[config.mk]
export PLATFORM = sky130hd
export DESIGN_NAME = mem_dump
export DESIGN_NICKNAME = d
export VERILOG_FILES = /design/src/rtl/mem_dump_pkg.sv /design/src/rtl/mem_dump.sv
export SDC_FILE = /design/constraint.sdc
export NUM_CORES = 1
export LEC_CHECK = 0
export BUFFER_PORTS_ARGS = -buffer_cell sky130_fd_sc_hd__buf_4
export CORE_UTILIZATION = 45
export CTS_CLUSTER_DIAMETER = 150
export DETAILED_ROUTE_END_ITERATION = 8
export GPL_TIMING_DRIVEN = 0
export PLACE_DENSITY_LB_ADDON = 0.25
export SETUP_SLACK_MARGIN = 0.15
export SLEW_MARGIN = 0
export SYNTH_ARGS = -nofsm -noshare
export SYNTH_HDL_FRONTEND = slang
export SYNTH_SLANG_ARGS = --single-unit
[constraint.sdc]
create_clock -name clk -period 2.5 [get_ports clk]
set_input_delay 0.375 -clock clk [delete_from_list [all_inputs] [get_ports clk]]
set_output_delay 0.375 -clock clk [all_outputs]
set_load 0.05 [all_outputs]
[src/rtl/mem_dump_pkg.sv]
// Shared definitions for the memory dump engine: default widths and FSM state encoding.
// Imported by the RTL and the bench so both agree on sizes and state values.
package mem_dump_pkg;

  localparam int ADDR_W_DEF = 32;
  localparam int DATA_W_DEF = 32;

  typedef enum logic [2:0] {
    S_IDLE    = 3'd0,
    S_FETCH   = 3'd1,
    S_CAPTURE = 3'd2,
    S_SEND    = 3'd3,
    S_DONE    = 3'd4
  } state_t;

endpackage

[src/rtl/mem_dump.sv]
// Debug readback engine: reads a contiguous word range through a synchronous read port
// and streams each word with its address over valid/ready, holding the core meanwhile.
module mem_dump
  import mem_dump_pkg::*;
#(
  parameter int ADDR_W = ADDR_W_DEF,
  parameter int DATA_W = DATA_W_DEF
) (
  input  logic              clk,
  input  logic              res,
  input  logic              start,
  input  logic [ADDR_W-1:0] base_adr,
  input  logic [ADDR_W-1:0] count,
  output logic              busy,
  output logic              core_hold,
  output logic              done,
  output logic              rd_en,
  output logic [ADDR_W-1:0] rd_adr,
  input  logic [DATA_W-1:0] rd_data,
  output logic              out_valid,
  input  logic              out_ready,
  output logic [DATA_W-1:0] out_data,
  output logic [ADDR_W-1:0] out_adr,
  output logic [2:0]        fsm_state
);

  localparam logic [ADDR_W-1:0] ADR_ONE = {{(ADDR_W-1){1'b0}}, 1'b1};

  state_t            state;
  state_t            state_nxt;
  logic [ADDR_W-1:0] cur_adr;
  logic [ADDR_W-1:0] remaining;

  // Output handshake: a word transfers at a rising edge where out_valid && out_ready.
  // out_valid stays high with out_data/out_adr frozen until that edge (or reset);
  // out_ready while out_valid is low is ignored.
  always_comb begin
    state_nxt = state;
    case (state)
      S_IDLE:    if (start) state_nxt = (count != '0) ? S_FETCH : S_DONE;
      S_FETCH:   state_nxt = S_CAPTURE;
      S_CAPTURE: state_nxt = S_SEND;
      S_SEND:    if (out_ready) state_nxt = (remaining == ADR_ONE) ? S_DONE : S_FETCH;
      S_DONE:    state_nxt = S_IDLE;
      default:   state_nxt = S_IDLE;
    endcase
  end

  always_ff @(posedge clk) begin
    if (res) begin
      state     <= S_IDLE;
      cur_adr   <= '0;
      remaining <= '0;
      out_data  <= '0;
      out_adr   <= '0;
    end else begin
      state <= state_nxt;
      case (state)
        S_IDLE: begin
          if (start && count != '0) begin
            cur_adr   <= base_adr;
            remaining <= count;
          end
        end
        S_CAPTURE: begin
          out_data <= rd_data;
          out_adr  <= cur_adr;
        end
        S_SEND: begin
          if (out_ready) begin
            remaining <= remaining - ADR_ONE;
            // Advance only if another word follows; wraps modulo 2^ADDR_W.
            if (remaining != ADR_ONE) cur_adr <= cur_adr + ADR_ONE;
          end
        end
        default: ;
      endcase
    end
  end

  assign busy      = (state != S_IDLE);
  assign core_hold = busy;
  assign done      = (state == S_DONE);
  assign rd_en     = (state == S_FETCH);
  assign rd_adr    = rd_en ? cur_adr : '0;
  assign out_valid = (state == S_SEND);
  assign fsm_state = state;

endmodule

# --- Word level (Yosys, flattened, before mapping) ---
# Cells that the tools add are included.
totals:
  ff_bits: 131
  in_bits: 100
  output_inout_bits: 104
  word_cells: 38
classes:
  addsub: 2
  n_eq_ne: 10
  n_mux: 13
  n_reduce_logical: 8
ops:
  columns: ["op", "count"]
  rows:
  - ["two-way mux 32 bit", 6]
  - ["case mux 32 bit (2 select lines)", 2]
  - ["adder 32 x 1 -> 32 bit (second input constant)", 1]
  - ["== test 32 x 1 -> 1 bit (second input constant)", 1]
  - ["inequality test 32 x 1 -> 1 bit (second input constant)", 1]
  - ["nonzero test 32 bit", 1]
  - ["subtractor 32 x 1 -> 32 bit (second input constant)", 1]
  - ["two-way mux 3 bit", 4]
  - ["case mux 3 bit (4 select lines)", 1]
  - ["== test 3 x 2 -> 1 bit (second input constant)", 2]
  - ["inequality test 2 x 1 -> 1 bit (second input constant)", 2]
  - ["inequality test 2 bit (second input constant)", 2]
  - ["AND reduction 4 bit", 1]
  - ["== test 3 x 1 -> 1 bit (second input constant)", 1]
  - ["== test 3 bit (second input constant)", 1]
  - ["logical NOT 3 bit", 1]
  - ["AND reduction 3 bit", 1]
  - ["nonzero test 3 bit", 1]
  - ["AND reduction 2 bit", 1]
  - ["nonzero test 2 bit", 1]
  - ["logical AND 1 bit", 1]

# --- Logic depth before layout (Yosys ltp) ---
logic_depth:
  depth_word: 4
  depth_mapped: 12
  depth_no_buf: 8

# --- Least setup slack after synthesis ---
# Ideal clock, no wire load.
synth_path:
  path_kind: "register to register"
  start: "register state[0] (netlist: fsm_state[0])"
  end: "register remaining[18]"
  setup_ns: 0.075
  arrival_ns: 2.893
  required_time_ns: 2.425
  setup_slack_ns: -0.468
  path_stages_with_launch: 10
  path_buffers: 4
  period_less_slack_ns: 2.968
  cell_sequence: "dfxtp_1 -> clkbuf_1 -> nand2_1 -> or2_2 -> clkbuf_1 -> inv_1 -> buf_1 -> buf_1 -> o311ai_0 -> a31oi_1"
synth_between:
  elab_chain_len: 3
  elab_cells_between_ends: 7
  cone_classes: "eq/ne (3); mux (1); reduce/logical (3)"
synth_lines:
  columns: ["item", "line_no", "rtl"]
  rows:
  - ["start, declared", "mem_dump.sv:29", "state_t state;"]
  - ["start signal, assigned", "mem_dump.sv:57", "state <= state_nxt;"]
  - ["== test 3 x 2 -> 1 bit (*)", null, null]
  - ["net out_valid", "mem_dump.sv:20", "output logic out_valid,"]
  - ["inequality test 2 x 1 -> 1 bit (no line) / nonzero test 2 bit (equally long branches)", null, null]
  - ["AND reduction 3 bit (no line)", null, null]
  - ["end signal, assigned", "mem_dump.sv:62", "remaining <= count;"]
  - ["end signal, assigned", "mem_dump.sv:71", "remaining <= remaining - ADR_ONE;"]
  - ["end, declared", "mem_dump.sv:32", "logic [ADDR_W-1:0] remaining;"]
# Mark *: on every way through the listed nets, which the timed path passes. The rest lies on a longest branch.
# A chain may end at the register's enable or synchronous reset.

# --- Final worst setup path ---
layout_path:
  start: "register remaining[15]"
  end: "register cur_adr[28]"
layout_between:
  elab_chain_len: 3
layout_lines:
  columns: ["item", "line_no", "rtl"]
  rows:
  - ["inequality test 32 x 1 -> 1 bit", "mem_dump.sv:73", "if (remaining != ADR_ONE) cur_adr <= cur_adr + ADR_ONE;"]
  - ["inequality test 2 x 1 -> 1 bit (no line)", null, null]
  - ["AND reduction 4 bit (no line)", null, null]
  - ["end signal, assigned", "mem_dump.sv:61", "cur_adr <= base_adr;"]
  - ["end signal, assigned", "mem_dump.sv:73", null]
  - ["end, declared", "mem_dump.sv:31", "logic [ADDR_W-1:0] cur_adr;"]
# No other way between the ends.

==> flow_metrics.py <==
metrics = {
    "min_path": {
        "hold_depth": 2,
        "min_delay_worst_endpoint": "fsm_state[1]$_SDFFE_PP0P_",
        "min_from": "out_ready",
        "hp-class": "input port to register",
    },
    "floorplan": {
        "coreArea_um2": 14500,
        "num_rows": 44,
        "initial_core_util": 0.463,
        "die_height_um": 124,
        "ios": 204,
        "die_area_um2": 15400,
        "die_width_um": 124,
    },
    "setup_path": {
        "crit_required_ns": 2.85,
        "criticalPathCategory": "register to register",
        "rrSetupSlack_ns": 0.02,
        "endpoint_kind": "register",
        "reg2reg_depth": 8,
        "arrival_ns": 2.83,
        "r2r-start": "remaining[15]$_SDFFE_PP0P_",
        "reg2reg_to": "cur_adr[28]$_SDFFE_PP0P_",
        "crit_fanout": 8,
        "start_kind": "register",
    },
    "clocking": {
        "cts_root_buf": "clkbuf_16",
        "clock_path_buffers": 2,
        "ctsHoldBuffers": 0,
        "cts_buffers": 17,
        "clk_latency_ns": 0.44,
        "htreeDepth": 4,
        "clock_sinks": 131,
        "clk_pin_slew_worst_paths_ns": 0.06,
        "cts_tree": "done",
    },
    "timing": {
        "period_needed_ns": 2.48,
        "clock.fmax_mhz": 403,
        "maxSlewHeadroom": 0.409,
        "final-hold-violation-count": 0,
        "worst_pin_slew_ns": 0.887,
        "rsz0062_at_grt": "yes",
        "holdWs_ns": 0.169,
        "final.setup.tns_ns": 0,
        "setup_violations": 0,
        "fin_crit_sh": 0.992,
        "finalMaxSlewViolations": 0,
        "fin_skew_ns": 0.00898,
    },
    "drt": {
        "drc_errors": 0,
        "firstDrtPassIters": 5,
        "vias_per_cell": 5.94,
        "finalWirelength_um": 25200,
        "num_vias": 8141,
        "detail-route-antenna-nets": 0,
        "first_iter_violations": 826,
        "post_drt_wl_per_cell_um": 18.4,
    },
    "logic_synthesis": {
        "synth_cell_types": 58,
        "yosysSeqAreaShare": 0.390,
        "yosys.area_share.adder": 0.00558,
        "yosysWarnings": 0,
        "synth_top_family_by_area": "simple AND/OR/NAND/NOR gates",
        "synth-xor-area-share": 0,
        "synth.area.mux_share": 0,
        "synth-edff-count": 0,
        "avgSynthCellArea_um2": 7.23,
        "synth_compound_area_frac": 0.259,
        "synth-seq-cells": 131,
        "synth-simple-area-share": 0.292,
        "syn-num-nets": 1034,
        "async_flop_share": 0,
        "syn_area_um2": 6730,
        "synth-main-ff-cell": "dfxtp_1",
        "syn_inst": 931,
    },
    "pwr": {
        "leakage_nw": 3.96,
        "p_per_area_nw_per_um2": 708,
        "vdd_drop_max_mv": 0.459,
    },
    "global_route": {
        "grt_pass1_vias": 7465,
        "grt_pass1_wl_um": 39600,
        "grt_util_all_layers": 0.322,
        "grt-ovfl-total": 0,
        "grt_max_degree": 17,
        "antenna_found_initial": 0,
    },
    "placement": {
        "dpl.hpwl_um": 17200,
        "port_buffers": 202,
        "postPlaceCellArea_um2": 8510,
        "placed_cells": 1318,
        "globalplace.congestion": 0.938,
    },
    "flow_run": {
        "drv_cap": 0,
    },
    "cells_and_area": {
        "fin_area_um2": 9720,
        "final_core_util": 0.669,
        "fin_cells": 1370,
        "final_nets": 1276,
        "antenna_cells": 0,
        "area_delta_synth_final_pct": 44.4,
        "final_layout_size_suffix_gt1_frac": 0.319,
    },
    "outcome": {
        "outcome": "complete, no violations",
    },
}
==> through the flow <==
step           setup WS, ns  total power [mW]
2_1_floorplan         0.162              3.43
3_3_place_gp         -0.476              3.96
3_5_place_dp         -0.508              3.98
4_1_cts              0.0415              6.73
5_1_grt             -0.0607              7.13
6_report             0.0212              6.88
==> report_power, final <==
part           internal (mW)  switching [mW]  total [mW]
clock network           1.69           0.973        2.66
registers               2.25           0.167        2.41
logic                  0.672            1.13        1.80
==> how the worst max path moves through the flow <==
stage	slack, ns	endpoint	from
5_1_grt	-0.06	cur_adr[28]$_SDFFE_PP0P_	remaining[15]$_SDFFE_PP0P_
4_1_cts	0.04	out_valid	fsm_state[1]$_SDFFE_PP0P_
6_report	0.02	cur_adr[28]$_SDFFE_PP0P_	remaining[15]$_SDFFE_PP0P_
3_5_place_dp	-0.51	remaining[9]$_SDFFE_PP0P_	fsm_state[0]$_SDFFE_PP0P_
2_1_floorplan	0.16	cur_adr[16]$_SDFFE_PP0P_	fsm_state[0]$_SDFFE_PP0P_
3_3_place_gp	-0.48	remaining[9]$_SDFFE_PP0P_	fsm_state[0]$_SDFFE_PP0P_
==> cell families (layout without fill, tap and decap cells) <==
| kind of cell | Yosys count | after routing |
|---|---|---|
| simple gates | 424 | 424 |
| compound gates | 290 | 290 |
| flops | 131 | 131 |
| buf+inv | 83 | 338 |
| fa+ha+maj | 3 | 3 |
==> critical path, cell delays in order, from the launching register on <==
cell	delay, ns
dfxtp_4	0.34
or4_4	0.56
or4_4	0.56
nor4_4	0.21
buf_4	0.18
a21o_4	0.18
buf_6	0.16
o21ai_2	0.06
a21oi_1	0.15
==> routing by layer <==
layer  part of all wire  vias to the layer above  global-route usage
li1                   -                     3787                   -
met4              0.046                        0               0.166
met2               0.46                      551               0.517
met5                  0                        -                   0
met1               0.38                     3703               0.401
met3               0.11                      100              0.0769
==> area by class of cell <==
class                   instances  area (um^2)
clock inverters                13          184
well taps                     184          230
multi-input cells             717         4030
repair buffers                224         1770
flip-flops and latches        131         2630
inverters                       9         36.3
plain buffers                  73          400
clock buffers                  19          443
fillers                      1248         4820
==> registers in the layout, summed over array words and instances, names as in the netlist <==
register   cells
out_adr       32
out_data      32
remaining     32
cur_adr       32
fsm_state      3
==> layout by cell type (no fill, tap or decap), types with 4 or more instances in the layout <==
cell type,n
nand2_1,226
buf_4,215
a21oi_1,125
dfxtp_1,124
o21ai_0,54
nor2_1,44
clkbuf_1,37
and2_1,29
nand3_1,29
clkbuf_2,24
clkbuf_16,18
nor3_1,17
a31oi_1,15
o31ai_1,13
buf_6,12
o21ai_2,12
nor4_1,11
a21oi_2,11
and2_2,9
nand4_1,9
and3_1,9
a211oi_2,9
inv_1,8
o22ai_1,6
a211oi_1,6
dfxtp_2,6
nor4_4,5
or2_2,4
nor3_2,4
or4_4,4
buf_8,4
o41ai_1,4
bufinv_16,4
==> synthesized netlist by cell type (6+ instances only) <==
master,number,area (um^2)
a211oi_2,8,100
a31oi_1,15,93.8
inv_1,9,33.8
o22ai_1,6,37.5
nor4_1,15,93.8
and2_1,38,238
dfxtp_1,131,2620
o31ai_1,13,97.6
a21oi_1,135,676
clkbuf_1,62,233
nand2_1,227,852
nor2_1,46,173
nor3_1,22,110
nand3_1,29,145
and3_1,9,56.3
nand4_1,9,56.3
a211oi_1,7,52.6
o21ai_0,68,340
==> what timing repair did <==
| item | 4_1_cts | 5_1_grt |
|---|---|---|
| pin swaps | 18 | 33 |
| endpoints found under the setup margin | 99 | 76 |
| resized for setup | 56 | 81 |
| gates cloned | 3 | 1 |
| buffers inserted | 12 | 5 |
Power figures use the tool's default switching activity.
